[src/rtl/counter_modulo_down.sv]
// Loadable modulo down-counter with terminal-count strobe, periodic or one-shot.
// Optional wrap counter output enabled by defining COUNTER_DOWN_WRAPCNT_EN.
module counter_modulo_down #(
  parameter int unsigned WIDTH = 4
) (
  input  logic             clock,
  input  logic             reset,
  input  logic             counter_en,
  input  logic             load,
  input  logic [WIDTH-1:0] data,
  input  logic             auto_reload,
  output logic [WIDTH-1:0] count,
  output logic             tc,
  output logic             busy
`ifdef COUNTER_DOWN_WRAPCNT_EN
  ,
  output logic [7:0]       wrap_count
`endif
);

  localparam int unsigned WRAP_W = 8;

  typedef enum logic {
    IDLE = 1'b0,
    RUN  = 1'b1
  } state_t;

  state_t           state;
  state_t           state_nxt;
  logic [WIDTH-1:0] period;
  logic [WIDTH-1:0] period_nxt;
  logic [WIDTH-1:0] count_nxt;
  logic             tc_nxt;
  logic             wrap;

  // State and datapath registers
  always_ff @(posedge clock or posedge reset) begin
    if (reset) begin
      state  <= IDLE;
      period <= '0;
      count  <= '0;
      tc     <= 1'b0;
    end else begin
      state  <= state_nxt;
      period <= period_nxt;
      count  <= count_nxt;
      tc     <= tc_nxt;
    end
  end

  // Next-state: load restarts from any state and pre-empts a coincident wrap
  always_comb begin
    state_nxt  = state;
    period_nxt = period;
    count_nxt  = count;
    tc_nxt     = 1'b0;
    wrap       = 1'b0;
    if (load) begin
      period_nxt = data;
      count_nxt  = data;
      state_nxt  = RUN;
    end else begin
      case (state)
        RUN: begin
          if (counter_en) begin
            if (count != '0) begin
              count_nxt = count - WIDTH'(1);
            end else begin
              tc_nxt = 1'b1;
              wrap   = 1'b1;
              if (auto_reload) begin
                count_nxt = period;
              end else begin
                state_nxt = IDLE;
              end
            end
          end
        end
        default: begin
          state_nxt = IDLE;
        end
      endcase
    end
  end

  assign busy = (state == RUN);

`ifdef COUNTER_DOWN_WRAPCNT_EN
  logic [WRAP_W-1:0] wrap_count_nxt;

  // Saturating count of tc pulses, cleared on load
  always_comb begin
    wrap_count_nxt = wrap_count;
    if (load) begin
      wrap_count_nxt = '0;
    end else if (wrap && (wrap_count != {WRAP_W{1'b1}})) begin
      wrap_count_nxt = wrap_count + WRAP_W'(1);
    end
  end

  always_ff @(posedge clock or posedge reset) begin
    if (reset) begin
      wrap_count <= '0;
    end else begin
      wrap_count <= wrap_count_nxt;
    end
  end
`else
  logic unused_wrap;
  assign unused_wrap = wrap ^ (WRAP_W != 0);
`endif

endmodule

[config.mk]
export PLATFORM = sky130hd
export DESIGN_NAME = counter_modulo_down
export DESIGN_NICKNAME = d
export VERILOG_FILES = /design/src/rtl/counter_modulo_down.sv
export SDC_FILE = /design/constraint.sdc
export NUM_CORES = 1
export LEC_CHECK = 0
export CAP_MARGIN = 20
export CELL_PAD_IN_SITES_DETAIL_PLACEMENT = 0
export CELL_PAD_IN_SITES_GLOBAL_PLACEMENT = 1
export CORE_MARGIN = 5
export CORE_UTILIZATION = 39
export CTS_BUF_LIST = sky130_fd_sc_hd__clkbuf_4
export CTS_CLUSTER_SIZE = 40
export DETAILED_ROUTE_END_ITERATION = 8
export GPL_TIMING_DRIVEN = 0
export PLACE_DENSITY_LB_ADDON = 0.25
export SYNTH_ARGS = -nofsm -noshare
export SYNTH_HDL_FRONTEND = slang
export SYNTH_SLANG_ARGS = --single-unit
[constraint.sdc]
create_clock -name clock -period 3.7 [get_ports clock]
set_clock_uncertainty 0.2 [all_clocks]
set_input_delay 0.37 -clock clock [delete_from_list [all_inputs] [get_ports clock]]
set_output_delay 0.37 -clock clock [all_outputs]
set_load 0.02 [all_outputs]
==> results.md <==
* CP required at 3.70 ns
* Crit Path Max Fanout at 6
* N_diodes at 0
* Setup TNS at 0 ns
* Die Wd at 47.2 µm
* Reg2reg end: count[1]$_DFFE_PP0P_
* Period utilisation layout at 0.562
* Area Overhead vs Synth at 33.6%
* P per Cell Area at about 400 nW/µm²
* Die area at 2230 µm²
* Max-cap check violation count at 0
* Reg-to-Reg Start: count[0]$_DFFE_PP0P_
* Nets@finish at 82
* FF+latch count, synth at 10
* RSZ-0062 raised after global routing: no
* Startpoint types: flop
* Cells after Synth at 53
* I/O Pins at 15
* Average size of a mapped cell at about 10 µm²
* Static Leakage at 0.306 nW
* Arrival time at the worst endpoint at 2.08 ns
* Pin count of the biggest net entering global routing at 11
* First-iteration detailed-routing DRC count at 3
* I/O Buffers at 14
* Critical path endpoint category: flop
* Via-per-instance ratio at 5.69
* Post-Syn Area at 539 µm²
* # fillers at 127
* Row cnt at 13
* Setup slack at placement at about 1.6 ns
* Total clock sinks at 10
* Sequential cell area at between 200 and 300 µm²
* Placed Area at 698 µm²
* Slew HR at 0.655
* Placed insts at 82
* Worst-Margin Slew at 0.517 ns
* Core outline area at 1300 µm²
* Total Wirelength at ~1200 µm
* Reg2reg path depth at 5
* Delay-heaviest family, CP: simple AND/OR/NAND/NOR gates
* Pwr Total at 0.287 mW
* CP endpoint: count[1]$_DFFE_PP0P_
* Initial Utilization at 0.414
* Setup violators final at 0
* Critical path launch point: count[0]$_DFFE_PP0P_
* Max clock buf depth at 2
* CP Cell Sequence: inv_1 -> ha_1 -> nor3b_1 -> mux2_2 -> o211ai_2
* Status: finished, final reports clean
* First-pass detailed-route iteration total at 4
* DRC at 0
* CTS Root Cell: clkbuf_4
* Ys Warns at 0
* R2R setup slack at 1.62 ns
* Crit path depth at 5
* Placer's final routability congestion estimate at 0.724
* Sequential cell area fraction in the yosys report at 0.464
* Buf+Inv Stages, Crit Path at 1
* Fmax at 481 MHz
* Routed len/inst at 14.3 µm
* First-pass GRT wire length at slightly above 2000 µm
* Syn Nets at 63
* Total CTS buffers at 3
* Count of hold-fix buffers inserted at cts at 0
* CTS resizes at 0
* CTS tree: done
* Slew Viols, Final at 0
* Fin crit period at 2.08 ns
* Worst min path class: in2async
* Slowest-stage cell, CP: nor3b_1
* Critical path type: reg2reg
* H-tree lvl count at 1
* PnR worst setup slack at approximately 1.6 ns
* Layout cell share with drive strength beyond 1 at 0.100
* Antenna Nets Post-Route at 0
* Setup bufs post-CTS at 0
* Worst path max stage delay at approximately 0.48 ns
* Multi-input logic area at 259 µm²
* Final Instance Area at 721 µm²
* DP Wirelength at 899 µm
* Clk pin slew, worst setup/hold paths at 0.07 ns
* Worst ir drop on vdd at 0.000202 V
* Yosys cell types at 29
* Total global-route track usage at 0.141
* Via Count at 484
* DIE HEIGHT at approximately 47 µm
* Vias in the first global route at 467
* Worst skew pair latency at 0.27 ns
* Grt ovf at 0
* Initial antenna violation count at 0
* Hold Vio Cnt, Final at 0
* Fin cells at 85
Yosys cell counts (all sizes together):
| master | count | area (µm²) |
|---|---|---|
| or4b | 2 | 23.8 |
| nor3b | 2 | 15.0 |
| nand4b | 1 | 8.76 |
| o211ai | 1 | 12.5 |
| a31oi | 1 | 6.26 |
| nand4 | 1 | 6.26 |
| clkbuf | 1 | 3.75 |
| a21oi | 3 | 15.0 |
| inv | 7 | 26.3 |
| nand2b | 1 | 6.26 |
| nor2 | 1 | 3.75 |
| mux2 | 2 | 22.5 |
| nor4 | 1 | 6.26 |
| a21o | 2 | 15.0 |
| a311o | 1 | 10.0 |
| o41ai | 1 | 8.76 |
| a2bb2oi | 1 | 8.76 |
| and2 | 1 | 6.26 |
| nor4b | 1 | 8.76 |
| a311oi | 1 | 8.76 |
| dfrtp | 10 | 250 |
| o21ai | 2 | 10.0 |
| o311ai | 1 | 8.76 |
| ha | 1 | 12.5 |
| or3 | 1 | 6.26 |
| nand3 | 2 | 10.0 |
| nand3b | 1 | 7.51 |
| nand2 | 3 | 11.3 |
worst reg2reg max path: stages (launching register included):
cell and delay [ns]:
dfrtp_1 0.42, inv_1 0.10, ha_1 0.25, nor3b_1 0.48, mux2_2 0.41, o211ai_2 0.15
power by group:
part           switching [mW]  leakage (nW)  internal (mW)
Clock                  0.0401        0.0138         0.0377
Combinational          0.0365         0.173         0.0402
Sequential             0.0126         0.119          0.120
Total                  0.0892         0.306          0.198
placed cells by master (no fill, tap or decap):
cell and count:
a2bb2oi_1 1, nand3_1 2, or4b_4 1, clkbuf_4 3
nand4b_1 1, nand2b_1 1, nor4_1 1, o21ai_0 2
nor2_1 1, clkbuf_1 1, or4b_1 1, nor3b_1 2
a31oi_1 1, o41ai_1 1, nand3b_1 1, a21oi_1 3
o211ai_2 1, inv_1 7, or3_1 1, nand2_1 3
o311ai_1 1, mux2_2 2, a311o_1 1, clkdlybuf4s50_1 14
a311oi_1 1, nand4_1 1, nor4b_1 1, ha_1 1
dfrtp_1 10, a21o_1 2, and2_1 1
per-layer routing:
| metal | up-vias | GRT usage | share of wire |
|---|---|---|---|
| met5 | - | 0 | 0 |
| met4 | 0 | 0.133 | 0.036 |
| met3 | 5 | 0.0230 | 0.091 |
| met2 | 18 | 0.192 | 0.41 |
| met1 | 228 | 0.186 | 0.46 |
| li1 | 233 | - | - |
stage by stage:
| stage | util | hold slack, ns |
|---|---|---|
| final | 0.554 | 0.172 |
| after global routing | 0.554 | 0.208 |
| after CTS | 0.554 | 0.185 |
| after detailed placement | 0.537 | 0.277 |
| after global placement | 0.537 | 0.276 |
| after floorplan | - | 0.0102 |
worst min-delay path by stage:
stage	startpoint	endpoint	slack, ns	cells after the start
after floorplan	reset	busy$_DFF_PP0_	0.01	1
after global routing	reset	tc$_DFF_PP0_	0.21	2
after detailed placement	period[3]$_DFFE_PP0P_	period[3]$_DFFE_PP0P_	0.28	1
final	reset	count[1]$_DFFE_PP0P_	0.17	2
after CTS	reset	count[1]$_DFFE_PP0P_	0.18	2
after global placement	period[3]$_DFFE_PP0P_	period[3]$_DFFE_PP0P_	0.28	1
layout make-up:
type / instances / share of cell area
multi-input combinational: 35 / 0.359
inverter: 7 / 0.0365
timing repair buffer: 14 / 0.194
clock buffer: 3 / 0.0313
tap: 15 / 0.0260
buffer: 1 / 0.00521
sequential: 10 / 0.347
cells by family after synthesis:
kind of cell / Yosys count / synth area share
and+or+nand+nor: 18 / 0.223
AOI/OAI and AO/OA: 14 / 0.193
DFF: 10 / 0.464
buffers and inverters: 8 / 0.0557
muxes: 2 / 0.0418
adders and majority gates: 1 / 0.0232
sequential cells by signal (all words and copies together) (netlist names):
signal  count
busy        1
tc          1
period      4
count       4
(Power assumes the default switching activity.)
